## src/rtl/spi_slave.sv

```systemverilog
// rtl/spi_slave.sv - mode-0 SPI responder with oversampled cs/sck/mosi and fixed-length frames
module spi_slave #(
    parameter int SIZE = 40
) (
    input  logic            clk,
    input  logic            reset,
    input  logic [SIZE-1:0] tx_bytes,
    input  logic            tx_load,
    output logic [SIZE-1:0] rx_bytes,
    output logic            rx_valid,
    output logic            frame_err,
    output logic            busy,
    input  logic            cs,
    input  logic            sck,
    input  logic            mosi,
    output logic            miso
);

    localparam logic [1:0] ST_IDLE   = 2'd0;
    localparam logic [1:0] ST_ACTIVE = 2'd1;
    localparam logic [1:0] ST_DONE   = 2'd2;

    localparam logic [5:0] LAST_BIT  = 6'(SIZE);
    localparam logic [1:0] SETTLED   = 2'd2;

    // input synchronisers and edge-history flops
    logic cs_s1_q,   cs_s1_d;
    logic cs_s2_q,   cs_s2_d;
    logic cs_h_q,    cs_h_d;
    logic sck_s1_q,  sck_s1_d;
    logic sck_s2_q,  sck_s2_d;
    logic sck_h_q,   sck_h_d;
    logic mosi_s1_q, mosi_s1_d;
    logic mosi_s2_q, mosi_s2_d;

    // cs must be seen high after reset before a frame may start
    logic [1:0] settle_q, settle_d;
    logic       armed_q,  armed_d;

    // frame state
    logic [1:0]      state_q,    state_d;
    logic [5:0]      cnt_q,      cnt_d;
    logic [SIZE-1:0] pend_q,     pend_d;
    logic [SIZE-1:0] tx_sr_q,    tx_sr_d;
    logic [SIZE-2:0] rx_sr_q,    rx_sr_d;
    logic [SIZE-1:0] rx_bytes_q, rx_bytes_d;
    logic            rx_valid_q, rx_valid_d;
    logic            frame_err_q, frame_err_d;

    logic            cs_fall;
    logic            cs_rise;
    logic            sck_rise;
    logic            sck_fall;
    logic [5:0]      cnt_inc;
    logic [SIZE-1:0] rx_cat;

    assign cs_fall  = cs_h_q & ~cs_s2_q;
    assign cs_rise  = ~cs_h_q & cs_s2_q;
    assign sck_rise = ~sck_h_q & sck_s2_q;
    assign sck_fall = sck_h_q & ~sck_s2_q;
    assign cnt_inc  = cnt_q + 6'd1;
    assign rx_cat   = {rx_sr_q, mosi_s2_q};

    // synchroniser pipeline and post-reset arming of the cs falling-edge detector
    always_comb begin
        cs_s1_d   = cs;
        cs_s2_d   = cs_s1_q;
        cs_h_d    = cs_s2_q;
        sck_s1_d  = sck;
        sck_s2_d  = sck_s1_q;
        sck_h_d   = sck_s2_q;
        mosi_s1_d = mosi;
        mosi_s2_d = mosi_s1_q;
        settle_d  = (settle_q == SETTLED) ? settle_q : settle_q + 2'd1;
        armed_d   = armed_q | ((settle_q == SETTLED) & cs_s2_q);
    end

    // frame state machine; the shift-out MSB is miso, so clearing it silences the line
    always_comb begin
        state_d     = state_q;
        cnt_d       = cnt_q;
        pend_d      = pend_q;
        tx_sr_d     = tx_sr_q;
        rx_sr_d     = rx_sr_q;
        rx_bytes_d  = rx_bytes_q;
        rx_valid_d  = 1'b0;
        frame_err_d = 1'b0;

        if (tx_load) begin
            pend_d = tx_bytes;
        end

        case (state_q)
            ST_IDLE: begin
                tx_sr_d = '0;
                if (cs_fall && armed_q) begin
                    state_d = ST_ACTIVE;
                    tx_sr_d = pend_q;
                    cnt_d   = '0;
                end
            end
            ST_ACTIVE: begin
                if (cs_rise) begin
                    // deselect always wins over a coincident sck edge
                    state_d     = ST_IDLE;
                    tx_sr_d     = '0;
                    frame_err_d = 1'b1;
                end else if (sck_rise) begin
                    rx_sr_d = rx_cat[SIZE-2:0];
                    cnt_d   = cnt_inc;
                    if (cnt_inc == LAST_BIT) begin
                        rx_bytes_d = rx_cat;
                        rx_valid_d = 1'b1;
                        state_d    = ST_DONE;
                        tx_sr_d    = '0;
                    end
                end else if (sck_fall && (cnt_q != 6'd0)) begin
                    tx_sr_d = {tx_sr_q[SIZE-2:0], 1'b0};
                end
            end
            ST_DONE: begin
                tx_sr_d = '0;
                if (cs_rise) begin
                    state_d = ST_IDLE;
                end
            end
            default: begin
                state_d = ST_IDLE;
                tx_sr_d = '0;
            end
        endcase
    end

    // all state registers with synchronous active-high reset
    always_ff @(posedge clk) begin
        if (reset) begin
            cs_s1_q     <= 1'b1;
            cs_s2_q     <= 1'b1;
            cs_h_q      <= 1'b1;
            sck_s1_q    <= 1'b0;
            sck_s2_q    <= 1'b0;
            sck_h_q     <= 1'b0;
            mosi_s1_q   <= 1'b0;
            mosi_s2_q   <= 1'b0;
            settle_q    <= '0;
            armed_q     <= 1'b0;
            state_q     <= ST_IDLE;
            cnt_q       <= '0;
            pend_q      <= '0;
            tx_sr_q     <= '0;
            rx_sr_q     <= '0;
            rx_bytes_q  <= '0;
            rx_valid_q  <= 1'b0;
            frame_err_q <= 1'b0;
        end else begin
            cs_s1_q     <= cs_s1_d;
            cs_s2_q     <= cs_s2_d;
            cs_h_q      <= cs_h_d;
            sck_s1_q    <= sck_s1_d;
            sck_s2_q    <= sck_s2_d;
            sck_h_q     <= sck_h_d;
            mosi_s1_q   <= mosi_s1_d;
            mosi_s2_q   <= mosi_s2_d;
            settle_q    <= settle_d;
            armed_q     <= armed_d;
            state_q     <= state_d;
            cnt_q       <= cnt_d;
            pend_q      <= pend_d;
            tx_sr_q     <= tx_sr_d;
            rx_sr_q     <= rx_sr_d;
            rx_bytes_q  <= rx_bytes_d;
            rx_valid_q  <= rx_valid_d;
            frame_err_q <= frame_err_d;
        end
    end

    assign rx_bytes  = rx_bytes_q;
    assign rx_valid  = rx_valid_q;
    assign frame_err = frame_err_q;
    assign busy      = (state_q != ST_IDLE);
    assign miso      = tx_sr_q[SIZE-1];

endmodule

```

## config.mk

```make
export PLATFORM = sky130hd
export DESIGN_NAME = spi_slave
export DESIGN_NICKNAME = d
export VERILOG_FILES = /design/src/rtl/spi_slave.sv
export SDC_FILE = /design/constraint.sdc
export NUM_CORES = 1
export LEC_CHECK = 0
export CORE_MARGIN = 1.5
export CORE_UTILIZATION = 40
export DETAILED_ROUTE_END_ITERATION = 8
export DONT_BUFFER_PORTS = 1
export PLACE_DENSITY_LB_ADDON = 0.1
export SYNTH_ARGS = -nofsm -noshare
export SYNTH_HDL_FRONTEND = slang
export SYNTH_SLANG_ARGS = --single-unit
```

## constraint.sdc

```tcl
create_clock -name clk -period 2.1 [get_ports clk]
set_input_delay 0.42 -clock clk [delete_from_list [all_inputs] [get_ports clk]]
set_output_delay 0.42 -clock clk [all_outputs]
set_load 0.02 [all_outputs]
```

; Word level (Yosys, flattened, before mapping)
; Index checks and enable logic that the tools add are counted.
[classes]
add_sub_neg = 2
n_eq_ne = 12
muxes = 18
n_bitwise = 13
reduce_logical = 13
[ops]
columns = operator, count
row1 = $mux 40, 5
row2 = $pmux 40 s2, 1
row3 = $mux 6, 3
row4 = $pmux 6 s2, 1
row5 = $reduce_and 4->1, 3
row6 = $mux 2, 5
row7 = $ne 2x2->1 const B, 4
row8 = $ne 4x4->1 const B, 2
row9 = $not 1->1, 7
row10 = $add 6x1->6 const B, 1
row11 = $eq 6x6->1 const B, 1
row12 = $ne 3x3->1 const B, 2
row13 = $pmux 2 s3, 1
row14 = $reduce_bool 6->1, 1
row15 = $and 1x1->1, 5
row16 = $eq 2x2->1 const B, 2
row17 = $reduce_bool 2->1, 2
row18 = $reduce_or 4->1, 1
row19 = $reduce_and 3->1, 1
row20 = $add 2x1->2 const B, 1
row21 = $eq 2x1->1 const B, 1
row22 = $logic_and 1x1->1, 2
row23 = $logic_not 2->1, 1
row24 = $mux 1, 2
row25 = 3 further kinds, 3
[word_totals]
ff_bits = 180
in_bits = 46
output_inout_bits = 44

; Longest topological paths before layout
; Gate-level depths: netlist (run 1).
[depth]
ltp_word = 7
mapped_depth = 7
mapped_depth_nobuf = 6

; Worst setup path after synthesis (run 1)
; OpenSTA, ideal clock, no wires.
[synth_timing]
path_kind = register to register
start = reg cnt_q[0]
end = reg rx_bytes_q[0], in the netlist rx_bytes[0]
setup_ns = 0.128
arrival_ns = 1.595
t_required_ns = 1.972
path_slack_ns = 0.377
path_stages_with_launch = 8
path_buffers = 1
synth_period_minus_slack_ns = 1.723
cell_sequence = dfxtp_1 ha_1 nand2_1 nor4_2 o211ai_2 buf_4 mux2i_1 nor2_1
[synth_between]
elab_chain_len = 3
[synth_rtl]
columns = element, line_no
row1 = "start, declared", 42  ; logic [5:0] cnt_q, cnt_d;
row2 = "start signal, assigned", 167  ; cnt_q <= cnt_d;
row3 = $add 6x1->6, 61  ; assign cnt_inc = cnt_q + 6'd1;
row4 = $eq 6x6->1, 111  ; if (cnt_inc == LAST_BIT) begin
row5 = $reduce_and 4->1 (no line), -
row6 = "end signal, assigned", 171  ; rx_bytes_q <= rx_bytes_d;
row7 = "end, declared", 46  ; logic [SIZE-1:0] rx_bytes_q, rx_bytes_d;
; Every way passes these cells.
; A chain may end at the register's enable or synchronous reset.

; Worst setup path after layout (run 1)
[layout_timing]
start = reg cnt_q[1]
end = reg rx_bytes_q[19], in the netlist rx_bytes[19]
; Same word-level chain as after synthesis.

==> results of run 1 <==
==> cell type report <==
cell class / count / share of cell area
Sequential cell: 180 / 0.461
Multi-Input combinational cell: 479 / 0.401
Clock buffer: 18 / 0.0562
Tap cell: 225 / 0.0360
Clock inverter: 14 / 0.0238
Timing Repair Buffer: 13 / 0.0189
Inverter: 6 / 0.00288
Antenna cell: 1 / 0.000320
==> stage by stage <==
stage / instances / hold WS (ns)
floorplan: 725 / 0.389
global placement: 903 / 0.401
detailed placement: 903 / 0.394
CTS: 935 / 0.0469
global route: 935 / 0.0360
finish: 936 / 0.0715
==> state kept, by name (all words and copies together) (netlist names) <==
name       flops
armed_q        1
cnt_q          6
cs_h_d         1
cs_h_q         1
cs_s1_q        1
frame_err      1
mosi_s1_q      1
mosi_s2_q      1
pend_q        40
rx_bytes      40
rx_sr_q       39
rx_valid       1
sck_h_d        1
sck_h_q        1
sck_s1_q       1
settle_q       2
state_q        2
tx_sr_q       40
==> cell usage after synthesis, drive strengths merged <==
master,n,area share
nor2b,7,0.0062
and2,1,0.00089
ha,3,0.0053
or2,4,0.0035
a211oi,41,0.071
and2b,2,0.0021
nand2b,4,0.0035
o211ai,1,0.0018
and3,2,0.0019
o22ai,1,0.00089
xor2,1,0.0012
a21boi,1,0.0011
a41oi,1,0.0012
nor4,1,0.0018
a21oi,46,0.033
nand2,86,0.046
a31oi,1,0.00089
nand3b,1,0.0011
a311oi,3,0.0046
mux2,1,0.0016
inv,6,0.0032
nor3,45,0.032
dfxtp,180,0.51
dlymetal6s2s,1,0.0018
a22oi,39,0.041
buf,25,0.029
o21ai,3,0.0027
a2bb2oi,1,0.0012
nand3,5,0.0035
nor2,96,0.051
mux2i,81,0.12
clkbuf,34,0.018
nand4,1,0.00089
==> cell usage in the layout (no fill, tap or decap), types with 3 or more instances in the layout <==
| cell | synthesis | routed |
|---|---|---|
| clkbuf_16 | 0 | 17 |
| a211oi_2 | 39 | 39 |
| nand3_1 | 5 | 5 |
| nor3_1 | 45 | 45 |
| nor2_1 | 95 | 93 |
| or2_2 | 3 | 4 |
| a22oi_1 | 39 | 39 |
| nand2_1 | 85 | 85 |
| buf_12 | 4 | 4 |
| mux2i_1 | 80 | 80 |
| nor2b_1 | 7 | 7 |
| a21oi_1 | 46 | 46 |
| inv_1 | 6 | 6 |
| nand2b_1 | 4 | 4 |
| dfxtp_1 | 180 | 180 |
| bufinv_16 | 0 | 3 |
| buf_4 | 6 | 9 |
| inv_6 | 0 | 6 |
==> critical path, stage by stage (launching register included) <==
cell and delay (ns):
dfxtp_1 0.43, ha_2 0.28, nand2_1 0.08, nor4_2 0.42
o211ai_4 0.14, buf_12 0.21, mux2i_1 0.22, nor2_1 0.06
==> worst min-delay path by stage <==
stage                                   from                        to  slack (ns)  cells past startpoint
after detailed placement  cs_s1_q$_SDFF_PP1_         cs_h_d$_SDFF_PP1_        0.39                      1
final                                  reset   pend_q[18]$_SDFFE_PP0P_        0.07                      1
after global placement    cs_s1_q$_SDFF_PP1_         cs_h_d$_SDFF_PP1_        0.40                      1
after CTS                              reset  tx_sr_q[24]$_SDFFE_PP0P_        0.05                      1
after global routing                   reset  tx_sr_q[12]$_SDFFE_PP0P_        0.04                      1
after floorplan           cs_s1_q$_SDFF_PP1_         cs_h_d$_SDFF_PP1_        0.39                      1
==> cell families (layout without fill, tap and decap cells) <==
family | count (synthesis) | in the layout
AO/OA/AOI/OAI | 138 | 138
flip-flops | 180 | 180
AND/OR/NAND/NOR | 255 | 255
other | 0 | 1
buffers and inverters | 66 | 51
adder cells (fa/ha/maj) | 3 | 3
multiplexers | 82 | 82
XOR/XNOR | 1 | 1
==> routing by layer <==
| layer | track usage | wire length [µm] | vias to the layer above |
|---|---|---|---|
| met4 | 0.0697 | 131 | 0 |
| met3 | 0.0600 | 1010 | 6 |
| met2 | 0.238 | 6510 | 100 |
| met5 | 0 | 0 | - |
| li1 | - | - | 2472 |
| met1 | 0.204 | 6510 | 2329 |
==> power groups by stage <==
stage          logic [µW]  clock network [µW]  registers, µW
6_report              257                3330           3560
5_1_grt               296                3590           3570
4_1_cts               261                3450           3560
3_5_place_dp          259                   0           3640
3_3_place_gp          251                   0           3630
2_1_floorplan         298                   0           3620
==> repair_timing <==
item | CTS | global route
gates resized for setup | 0 | 1
hold endpoints to repair | 0 | 0
setup endpoints to repair | 0 | 23
buffers inserted | 0 | 0
==> out/summary.txt, run 1 <==
status -> finished, final reports clean
origin of the worst setup path -> cnt_q[1]$_SDFFE_PP0P_
vias post-DR -> 4907
DR DRC count -> 0
Slew headroom -> 0.686
core area -> 17300 µm²
CTS clk-pin slew, worst paths -> 0.07 ns
Switch Pwr -> 1570 µW
Power Internal -> 5580 µW
Routed Antenna Nets -> 0
later-pin clock latency in the skew report -> 0.42 ns
wire length per cell -> 15.1 µm
power share of the clock group -> 0.466
syn_area_per_cell -> 9.74 µm²
Post-Synth XOR/XNOR Area -> 0.00124
die width -> 136 µm
global-route wire length before repair -> 23200 µm
Congestion Overflow GR -> 0
Yosys warnings -> 0
Max clock buf depth -> 2
IO buf count -> 0
Slew Limit Fails -> 0
Comb power frac -> 0.036
pre-CTS setup slack -> 0.136 ns
leakage power -> 0.00299 µW
CTS tree -> yes
DR pass1 iterations -> 5
share of cells above drive strength 1 -> 0.141
endpoints failing setup -> 0
Overall Power -> 7150 µW
largest fanout on the critical path -> 40
routed wire length -> 14200 µm
placed instance area -> 7190 µm²
io pins -> 90
Sw Ratio -> 0.220
VDD IR max -> 0.000666 V
starting density of the core -> 0.408
Area Growth Syn to Fin -> 10.8%
Gate Count Post-Synth -> 725
setup_tns -> 0 ns
final instance area -> 7820 µm²
post-synthesis mux area share -> 0.117
storage element area -> 3600 µm²
fill count -> 1671
synth unique cells -> 46
vias per cell -> 5.24
Compound-Gate Fraction of Synth Area -> 0.160
worst path required time -> 2.41 ns
crit path launch type -> flop
Synth Area in Simple Gates -> 0.155
CP arrival -> 2.29 ns
synthesized cell area -> 7060 µm²
Worst Setup Path Type -> flop to flop
Seq/Total Area, Yosys -> 0.510
Synth Area in Adders -> 0.00532
skew final -> 0.00976 ns
Worst Setup End Kind -> flop
root buffer cell -> clkbuf_16
vias in the first global route -> 4639
Die ar. -> 18500 µm²
cts hold-fix bufs -> 0
Fin. Hold Viols -> 0
Critical Path Sink -> rx_bytes[19]$_SDFFE_PP0P_
Crit Reg-Reg Endpoint -> rx_bytes[19]$_SDFFE_PP0P_
fin crit share -> 0.946
Iter 0 DRT Violations -> 339
Tmin final -> 1.99 ns
Max-Cap Viols -> 0
routability cong. -> 0.856
Num CTS Buffers -> 17
Nets -> 746
antenna violations before repair -> 0
Reg-to-Reg Start -> cnt_q[1]$_SDFFE_PP0P_
largest net degree at the start of global routing -> 182
sequential power share -> 0.498
FF-to-FF setup slack -> 0.11 ns
clk sinks -> 180
Slew @ Worst Pin -> 0.469 ns
flops & latches, synth -> 180
footprint of the multi-input gates -> 3140 µm²
worst-case reg-to-reg path depth -> 7
post-layout util -> 0.452
setup ws final -> 0.112 ns
die height -> 136 µm
power per cell area -> 914 nW/µm²
Max Fclk -> 0.503 GHz
HP Class -> input port to flop
H-tree depth -> 4
syn nets -> 774
post-DP HPWL -> 8550 µm
row count -> 48
All-Layer GR Usage -> 0.159
main combinational cell family by area after synthesis -> compound AO/OA/AOI/OAI gates
RSZ-0062 raised after global routing -> no
Power figures use the tool's default switching activity.
==> run 2, diff against run 1 <==
Settings changed: SLEW_MARGIN set to 20, TNS_END_PERCENT set to 100.
==> results of run 2 <==
No change in the layout: final DEF, timing and power equal those of run 1.
